==> src/rtl/du_report_sequencer_pkg.sv <==
//==============================================================================
// Module      : du_report_sequencer_pkg
// Description : Shared definitions for the debug-unit report sequencer:
//               FSM state encoding, default byte width and the fixed
//               report-layout word indices.
//               Optional feature macro: DU_TX_CHECKSUM_EN (adds S_CHKSUM use).
// Revision    : 1.0 - initial release
//==============================================================================
`default_nettype none

package du_report_sequencer_pkg;

   // FSM state encoding
   localparam int NB_STATE = 4;

   localparam logic [NB_STATE-1:0] S_IDLE    = 4'd0;
   localparam logic [NB_STATE-1:0] S_FETCH   = 4'd1;
   localparam logic [NB_STATE-1:0] S_LATCH   = 4'd2;
   localparam logic [NB_STATE-1:0] S_SEND    = 4'd3;
   localparam logic [NB_STATE-1:0] S_WAIT_TX = 4'd4;
   localparam logic [NB_STATE-1:0] S_CHKSUM  = 4'd5;
   localparam logic [NB_STATE-1:0] S_DONE    = 4'd6;

   typedef enum logic [NB_STATE-1:0] {
      ST_IDLE    = S_IDLE,
      ST_FETCH   = S_FETCH,
      ST_LATCH   = S_LATCH,
      ST_SEND    = S_SEND,
      ST_WAIT_TX = S_WAIT_TX,
      ST_CHKSUM  = S_CHKSUM,
      ST_DONE    = S_DONE
   } state_t;

   // UART byte width
   localparam int C_NB_BYTE = 8;

   // Report layout: PC, cycle counter, then the register file
   localparam int IDX_PC       = 0;
   localparam int IDX_CYCLES   = 1;
   localparam int IDX_REG_BASE = 2;

endpackage

`default_nettype wire

==> src/rtl/du_word_serializer.sv <==
//==============================================================================
// Module      : du_word_serializer
// Description : Holds one report word and hands it out MSB byte first.
//               i_load captures a word and restarts the byte index, i_shift
//               moves to the next byte, o_last_byte flags the final byte.
//               With DU_TX_CHECKSUM_EN defined, an XOR accumulator of every
//               shifted-out byte is kept; i_chk_load loads it as a one-byte
//               word, i_chk_clear zeroes it.
// Ports       : i_clock, i_reset (async, active high)
//               i_load/i_word, i_shift, [i_chk_clear, i_chk_load]
//               o_byte (current MSB byte), o_last_byte
// Revision    : 1.0 - initial release
//==============================================================================
`default_nettype none

module du_word_serializer
   import du_report_sequencer_pkg::*;
#(
   parameter int NB_DATA = 32,
   parameter int NB_BYTE = C_NB_BYTE
)
(
   input  logic               i_clock,
   input  logic               i_reset,
   input  logic               i_load,
   input  logic [NB_DATA-1:0] i_word,
   input  logic               i_shift,
`ifdef DU_TX_CHECKSUM_EN
   input  logic               i_chk_clear,
   input  logic               i_chk_load,
`endif
   output logic [NB_BYTE-1:0] o_byte,
   output logic               o_last_byte
);

   localparam int NB_BYTES = NB_DATA / NB_BYTE;
   localparam int NB_BIDX  = (NB_BYTES > 1) ? $clog2(NB_BYTES) : 1;
   localparam logic [NB_BIDX-1:0] LAST_BIDX = NB_BIDX'(NB_BYTES - 1);

   logic [NB_DATA-1:0] r_word_q;
   logic [NB_BIDX-1:0] r_byte_idx;

   assign o_byte      = r_word_q[NB_DATA-1 -: NB_BYTE];
   assign o_last_byte = (r_byte_idx == LAST_BIDX);

`ifdef DU_TX_CHECKSUM_EN
   logic [NB_BYTE-1:0] r_chk;

   // Every byte that leaves the shifter has been acknowledged by the UART
   always_ff @(posedge i_clock or posedge i_reset) begin
      if (i_reset)
         r_chk <= '0;
      else if (i_chk_clear)
         r_chk <= '0;
      else if (i_shift)
         r_chk <= r_chk ^ o_byte;
   end
`endif

   always_ff @(posedge i_clock or posedge i_reset) begin
      if (i_reset) begin
         r_word_q   <= '0;
         r_byte_idx <= '0;
      end else if (i_load) begin
         r_word_q   <= i_word;
         r_byte_idx <= '0;
`ifdef DU_TX_CHECKSUM_EN
      end else if (i_chk_load) begin
         // Checksum goes out as a single byte: park it on top and mark last
         r_word_q   <= NB_DATA'(r_chk) << (NB_DATA - NB_BYTE);
         r_byte_idx <= LAST_BIDX;
`endif
      end else if (i_shift) begin
         r_word_q <= r_word_q << NB_BYTE;
         if (!o_last_byte)
            r_byte_idx <= r_byte_idx + 1'b1;
      end
   end

endmodule

`default_nettype wire

==> src/rtl/du_report_sequencer.sv <==
//==============================================================================
// Module      : du_report_sequencer
// Description : Walks the halt report (PC, cycles, register file, data-memory
//               window), fetches each word and streams it MSB byte first
//               over the UART TX byte handshake. o_done pulses once after
//               the last byte is acknowledged.
//               Optional feature macro: DU_TX_CHECKSUM_EN appends one XOR
//               checksum byte after the last data byte.
// Ports       : i_clock, i_reset (async, active high), i_start
//               i_pc, i_cycles, i_registers, i_data_memory (read data)
//               i_tx_done / o_tx_data, o_tx_start (UART byte handshake)
//               o_reg_addr, o_mem_addr (registered read addresses)
//               o_busy, o_done
// Revision    : 1.0 - initial release
//==============================================================================
`default_nettype none

module du_report_sequencer
   import du_report_sequencer_pkg::*;
#(
   parameter int NB_DATA     = 32,
   parameter int NB_BYTE     = C_NB_BYTE,
   parameter int N_REGS      = 32,
   parameter int NB_REGISTER = 5,
   parameter int N_MEM_WORDS = 16,
   parameter int NB_MEM_ADDR = 4
)
(
   input  logic                   i_clock,
   input  logic                   i_reset,
   input  logic                   i_start,
   input  logic [NB_DATA-1:0]     i_pc,
   input  logic [NB_DATA-1:0]     i_cycles,
   input  logic [NB_DATA-1:0]     i_registers,
   input  logic [NB_DATA-1:0]     i_data_memory,
   input  logic                   i_tx_done,
   output logic [NB_REGISTER-1:0] o_reg_addr,
   output logic [NB_MEM_ADDR-1:0] o_mem_addr,
   output logic [NB_BYTE-1:0]     o_tx_data,
   output logic                   o_tx_start,
   output logic                   o_busy,
   output logic                   o_done
);

   localparam int N_WORDS = 2 + N_REGS + N_MEM_WORDS;
   localparam int NB_WIDX = $clog2(N_WORDS);
   localparam logic [NB_WIDX-1:0] LAST_WIDX = NB_WIDX'(N_WORDS - 1);
   localparam logic [NB_WIDX-1:0] REG_BASE  = NB_WIDX'(IDX_REG_BASE);
   localparam logic [NB_WIDX-1:0] MEM_BASE  = NB_WIDX'(IDX_REG_BASE + N_REGS);

   state_t                 r_state;
   logic [NB_WIDX-1:0]     r_word_idx;
   logic [NB_REGISTER-1:0] r_reg_addr;
   logic [NB_MEM_ADDR-1:0] r_mem_addr;
   logic                   r_tx_start;
   logic                   r_busy;
   logic                   r_done;

   logic [NB_WIDX-1:0]     w_next_idx;
   logic [NB_DATA-1:0]     w_word;
   logic                   w_load;
   logic                   w_shift;
   logic                   w_last_byte;

   assign w_next_idx = r_word_idx + 1'b1;
   assign w_load     = (r_state == ST_LATCH);
   assign w_shift    = (r_state == ST_WAIT_TX) && i_tx_done;

   // Source for the word being latched; read data is valid in LATCH
   always_comb begin
      w_word = i_data_memory;
      if (r_word_idx == NB_WIDX'(IDX_PC))
         w_word = i_pc;
      else if (r_word_idx == NB_WIDX'(IDX_CYCLES))
         w_word = i_cycles;
      else if (r_word_idx < MEM_BASE)
         w_word = i_registers;
   end

`ifdef DU_TX_CHECKSUM_EN
   logic r_chk_phase;
   logic w_chk_clear;
   logic w_chk_load;

   assign w_chk_clear = (r_state == ST_IDLE) && i_start;
   assign w_chk_load  = (r_state == ST_CHKSUM);
`endif

   du_word_serializer #(
      .NB_DATA (NB_DATA),
      .NB_BYTE (NB_BYTE)
   ) u_serializer (
      .i_clock     (i_clock),
      .i_reset     (i_reset),
      .i_load      (w_load),
      .i_word      (w_word),
      .i_shift     (w_shift),
`ifdef DU_TX_CHECKSUM_EN
      .i_chk_clear (w_chk_clear),
      .i_chk_load  (w_chk_load),
`endif
      .o_byte      (o_tx_data),
      .o_last_byte (w_last_byte)
   );

   always_ff @(posedge i_clock or posedge i_reset) begin
      if (i_reset) begin
         r_state    <= ST_IDLE;
         r_word_idx <= '0;
         r_reg_addr <= '0;
         r_mem_addr <= '0;
         r_tx_start <= 1'b0;
         r_busy     <= 1'b0;
         r_done     <= 1'b0;
`ifdef DU_TX_CHECKSUM_EN
         r_chk_phase <= 1'b0;
`endif
      end else begin
         // Pulse outputs are asserted only on the transition into their state
         r_tx_start <= 1'b0;
         r_done     <= 1'b0;
         case (r_state)
            ST_IDLE: begin
               if (i_start) begin
                  r_word_idx <= '0;
                  r_busy     <= 1'b1;
                  r_state    <= ST_FETCH;
`ifdef DU_TX_CHECKSUM_EN
                  r_chk_phase <= 1'b0;
`endif
               end
            end
            ST_FETCH: r_state <= ST_LATCH;
            ST_LATCH: begin
               r_tx_start <= 1'b1;
               r_state    <= ST_SEND;
            end
            ST_SEND: r_state <= ST_WAIT_TX;
            ST_WAIT_TX: begin
               if (i_tx_done) begin
                  if (!w_last_byte) begin
                     r_tx_start <= 1'b1;
                     r_state    <= ST_SEND;
                  end else if (r_word_idx == LAST_WIDX) begin
`ifdef DU_TX_CHECKSUM_EN
                     if (r_chk_phase) begin
                        r_done  <= 1'b1;
                        r_state <= ST_DONE;
                     end else begin
                        r_chk_phase <= 1'b1;
                        r_state     <= ST_CHKSUM;
                     end
`else
                     r_done  <= 1'b1;
                     r_state <= ST_DONE;
`endif
                  end else begin
                     // Address for the next word must be in place for FETCH
                     r_word_idx <= w_next_idx;
                     if ((w_next_idx >= REG_BASE) && (w_next_idx < MEM_BASE))
                        r_reg_addr <= NB_REGISTER'(w_next_idx - REG_BASE);
                     else if (w_next_idx >= MEM_BASE)
                        r_mem_addr <= NB_MEM_ADDR'(w_next_idx - MEM_BASE);
                     r_state <= ST_FETCH;
                  end
               end
            end
`ifdef DU_TX_CHECKSUM_EN
            ST_CHKSUM: begin
               r_tx_start <= 1'b1;
               r_state    <= ST_SEND;
            end
`endif
            ST_DONE: begin
               r_busy  <= 1'b0;
               r_state <= ST_IDLE;
            end
            default: r_state <= ST_IDLE;
         endcase
      end
   end

   assign o_reg_addr = r_reg_addr;
   assign o_mem_addr = r_mem_addr;
   assign o_tx_start = r_tx_start;
   assign o_busy     = r_busy;
   assign o_done     = r_done;

endmodule

`default_nettype wire

==> config.mk <==
export PLATFORM = sky130hd
export DESIGN_NAME = du_report_sequencer
export DESIGN_NICKNAME = d
export VERILOG_FILES = /design/src/rtl/du_report_sequencer_pkg.sv /design/src/rtl/du_word_serializer.sv /design/src/rtl/du_report_sequencer.sv
export SDC_FILE = /design/constraint.sdc
export NUM_CORES = 1
export LEC_CHECK = 0
export ABC_CLOCK_PERIOD_IN_PS = 3100
export BUFFER_PORTS_ARGS = -buffer_cell sky130_fd_sc_hd__buf_2
export CAP_MARGIN = 20
export CORE_MARGIN = 1
export CORE_UTILIZATION = 40
export DETAILED_ROUTE_END_ITERATION = 16
export PLACE_DENSITY_LB_ADDON = 0.2
export SLEW_MARGIN = 20
export SYNTH_ARGS = -nofsm -noshare
export SYNTH_HDL_FRONTEND = slang
export SYNTH_SLANG_ARGS = --single-unit
==> constraint.sdc <==
create_clock -name i_clock -period 3.1 [get_ports i_clock]
set_input_delay 0.31 -clock i_clock [delete_from_list [all_inputs] [get_ports i_clock]]
set_output_delay 0.31 -clock i_clock [all_outputs]
set_load 0.1 [all_outputs]
==> results.cfg <==
[place]
dp_hpwl_um = 7736
gp_congestion = 0.8935
port_buffers = 151

[layout]
fill_cells = 816
nets = 703
n_antenna_cell = 0
multiInputGateArea_um2 = 1939
seq_area_um2 = 1376
drive_above_1_share_pct = 31.98
final_common_cell = buf_2
syn2layout_area_growth_pct = 24.58
final_cell_mix = 151 x buf_2, 103 x nand2_1, 63 x a21oi_1

[logic_synthesis]
synth_edf_count = 0
netlist_area_um2 = 3517
synth_warnings = 0
ys_types = 48
synth.area.top_cells = dfrtp_1 39%, nand2_1 11%, a21oi_1 9.0%, o211ai_1 7.3%, nand3_1 5.1%
syn_inst = 439
yosys_register_bits = 55
synth_nets = 577
yosys.area.top_type = dfrtp_1
synth_top_area_share_pct = 39.13
ys_async_sr_fraction_pct = 100.0
synth_ff_type = dfrtp_1
syn_area_per_cell_um2 = 8.012
synth-seq-area-share_pct = 39.13

[die]
std_cell_rows = 33
boundaryPins = 152
die_h_um = 95.77
initial_core_util_pct = 41.96
die_area_um2 = 9172
die_x_um = 95.77
fp.coreArea_um2 = 8382

[cts]
cts_tree = yes
clock_latency_ns = 0.31
post_cts_resized = 0
cts_sinks = 55
cts_max_level = 2
root_buffer = clkbuf_8
cts_buffers = 5
clkTransAtPathRegs_ns = 0.10
cts_setup_buffers = 0
clock_path_buffers = 2
cts_hold_buf = 0

[power_and_ir_drop]
power_density_nw_per_um2 = 669.1
peakVddDrop_mv = 0.3344
leakage_nw = 2.078

[sta]
max_slew.worst_pin.slew_ns = 0.9096
holdWs_ns = 0.08439
clock.fmax_mhz = 399.7
tns_ns = 0
hold_viol = 0
min_period_ns = 2.502
rsz0062_at_grt = no
period_share_pct = 80.70
max-slew-margin-rel_pct = 39.36
clock_skew_ns = 0.006279
final_max_slew_viol_count = 0
setup_viol = 0

[global_routing]
grt-ovfl-total = 0
grt_util_all_layers_pct = 23.35
antenna_found_initial = 0
first_global_vias = 3447
grt_max_degree = 65
grt_pass1_wl_um = 16380

[routing]
drt_wl_total_um = 10650
drtIter0Drc = 154
drtPass1Iterations = 4
wl_per_cell_um = 15.87
vias = 3728
viasPerCell = 5.556
antenna_left = 0
drc = 0

[critical_path]
crit_arrival_ns = 2.70
worst-path-max-fanout = 8
cp-end-kind = flip-flop
reg2reg_depth = 7
cp-start-kind = flip-flop
path_class = reg -> reg
worstPathRequired_ns = 3.30

[run]
cap_violations = 0

[min_path]
hold_class = in -> async

[status]
status = complete, no violations
## critical path, stage by stage (launching register included)
cell	delay, ns
dfrtp_1	0.51
inv_1	0.12
ha_1	0.34
or4_4	0.44
o31ai_4	0.10
a2bb2oi_2	0.13
a311oi_2	0.40
mux2_1	0.36
## path summary, 6_finish.rpt
check                      slack (ns)                                    from                                      to
max reg2reg                      0.60               r_word_idx[1]$_DFFE_PP0P_               o_reg_addr[2]$_DFFE_PP0P_
max in group asynchronous        2.36                                 i_reset   u_serializer.r_word_q[17]$_DFFE_PP0P_
max                              0.60               r_word_idx[1]$_DFFE_PP0P_               o_reg_addr[2]$_DFFE_PP0P_
min                              0.08                                 i_reset                      o_busy$_DFFE_PP0P_
min reg2reg                      0.50  u_serializer.r_byte_idx[0]$_DFFE_PP0P_  u_serializer.r_byte_idx[0]$_DFFE_PP0P_
min in group i_clock             0.28                               i_tx_done                        o_done$_DFF_PP0_
## final cells by class
class,instances,share of cell area [%]
clock buffers,7,1.742
inverters,6,0.5140
well taps,105,2.998
clock inverters,1,0.1142
multi-input cells,336,44.26
repair buffers,161,18.96
flip-flops and latches,55,31.41
## sequential cells by signal (all words and copies together) (netlist names)
name / cells
u_serializer.r_word_q: 32
r_word_idx: 6
o_reg_addr: 5
o_mem_addr: 4
r_state: 3
u_serializer.r_byte_idx: 2
o_busy: 1
o_done: 1
o_tx_start: 1
## logic make-up after synthesis
logic type      synth area share [%]
mux                            2.526
fa+ha+maj                      2.134
xor+xnor                       1.245
buf+inv                        6.261
compound gates                 27.75
flops                          39.13
simple gates                   20.95
## where the power goes
group / switching [mW] / total, mW / internal [mW]
sequential: 0.177 / 1.15 / 0.972
clock: 0.235 / 0.394 / 0.160
combinational: 0.972 / 1.39 / 0.416
total: 1.38 / 2.93 / 1.55
## per-layer routing
metal,GRT usage (%),share of wire [%],routed length [um],vias to the layer above
met4,6.343,1.5,165,0
met1,32.52,48,5137,1759
met5,0,0,0,-
met3,3.712,4.7,505,13
met2,37.74,45,4838,126
li1,-,-,-,1830
## stage by stage
| step | instance area (um2) | std cells | total power [mW] | worst slack (ns) | utilization, % |
|---|---|---|---|---|---|
| after floorplan | 3517 | 439 | 2.267 | 0.8507 | - |
| after global placement | 4300 | 663 | 2.511 | 0.7044 | 51.31 |
| after detailed placement | 4300 | 663 | 2.547 | 0.6191 | 51.31 |
| after CTS | 4382 | 671 | 2.937 | 0.6013 | 52.28 |
| after global routing | 4382 | 671 | 3.107 | 0.4905 | 52.28 |
| final | 4382 | 671 | 2.932 | 0.5984 | 52.28 |
## synth_stat cells (4+ instances only)
library cell / number
nand2_1: 103
a21oi_1: 63
dfrtp_1: 55
nand3_1: 36
o211ai_1: 34
clkbuf_1: 31
o21ai_0: 13
o22ai_1: 13
a32oi_1: 11
nor2_1: 10
buf_4: 8
ha_1: 6
inv_1: 6
mux2_2: 4
(Power assumes the default switching activity.)
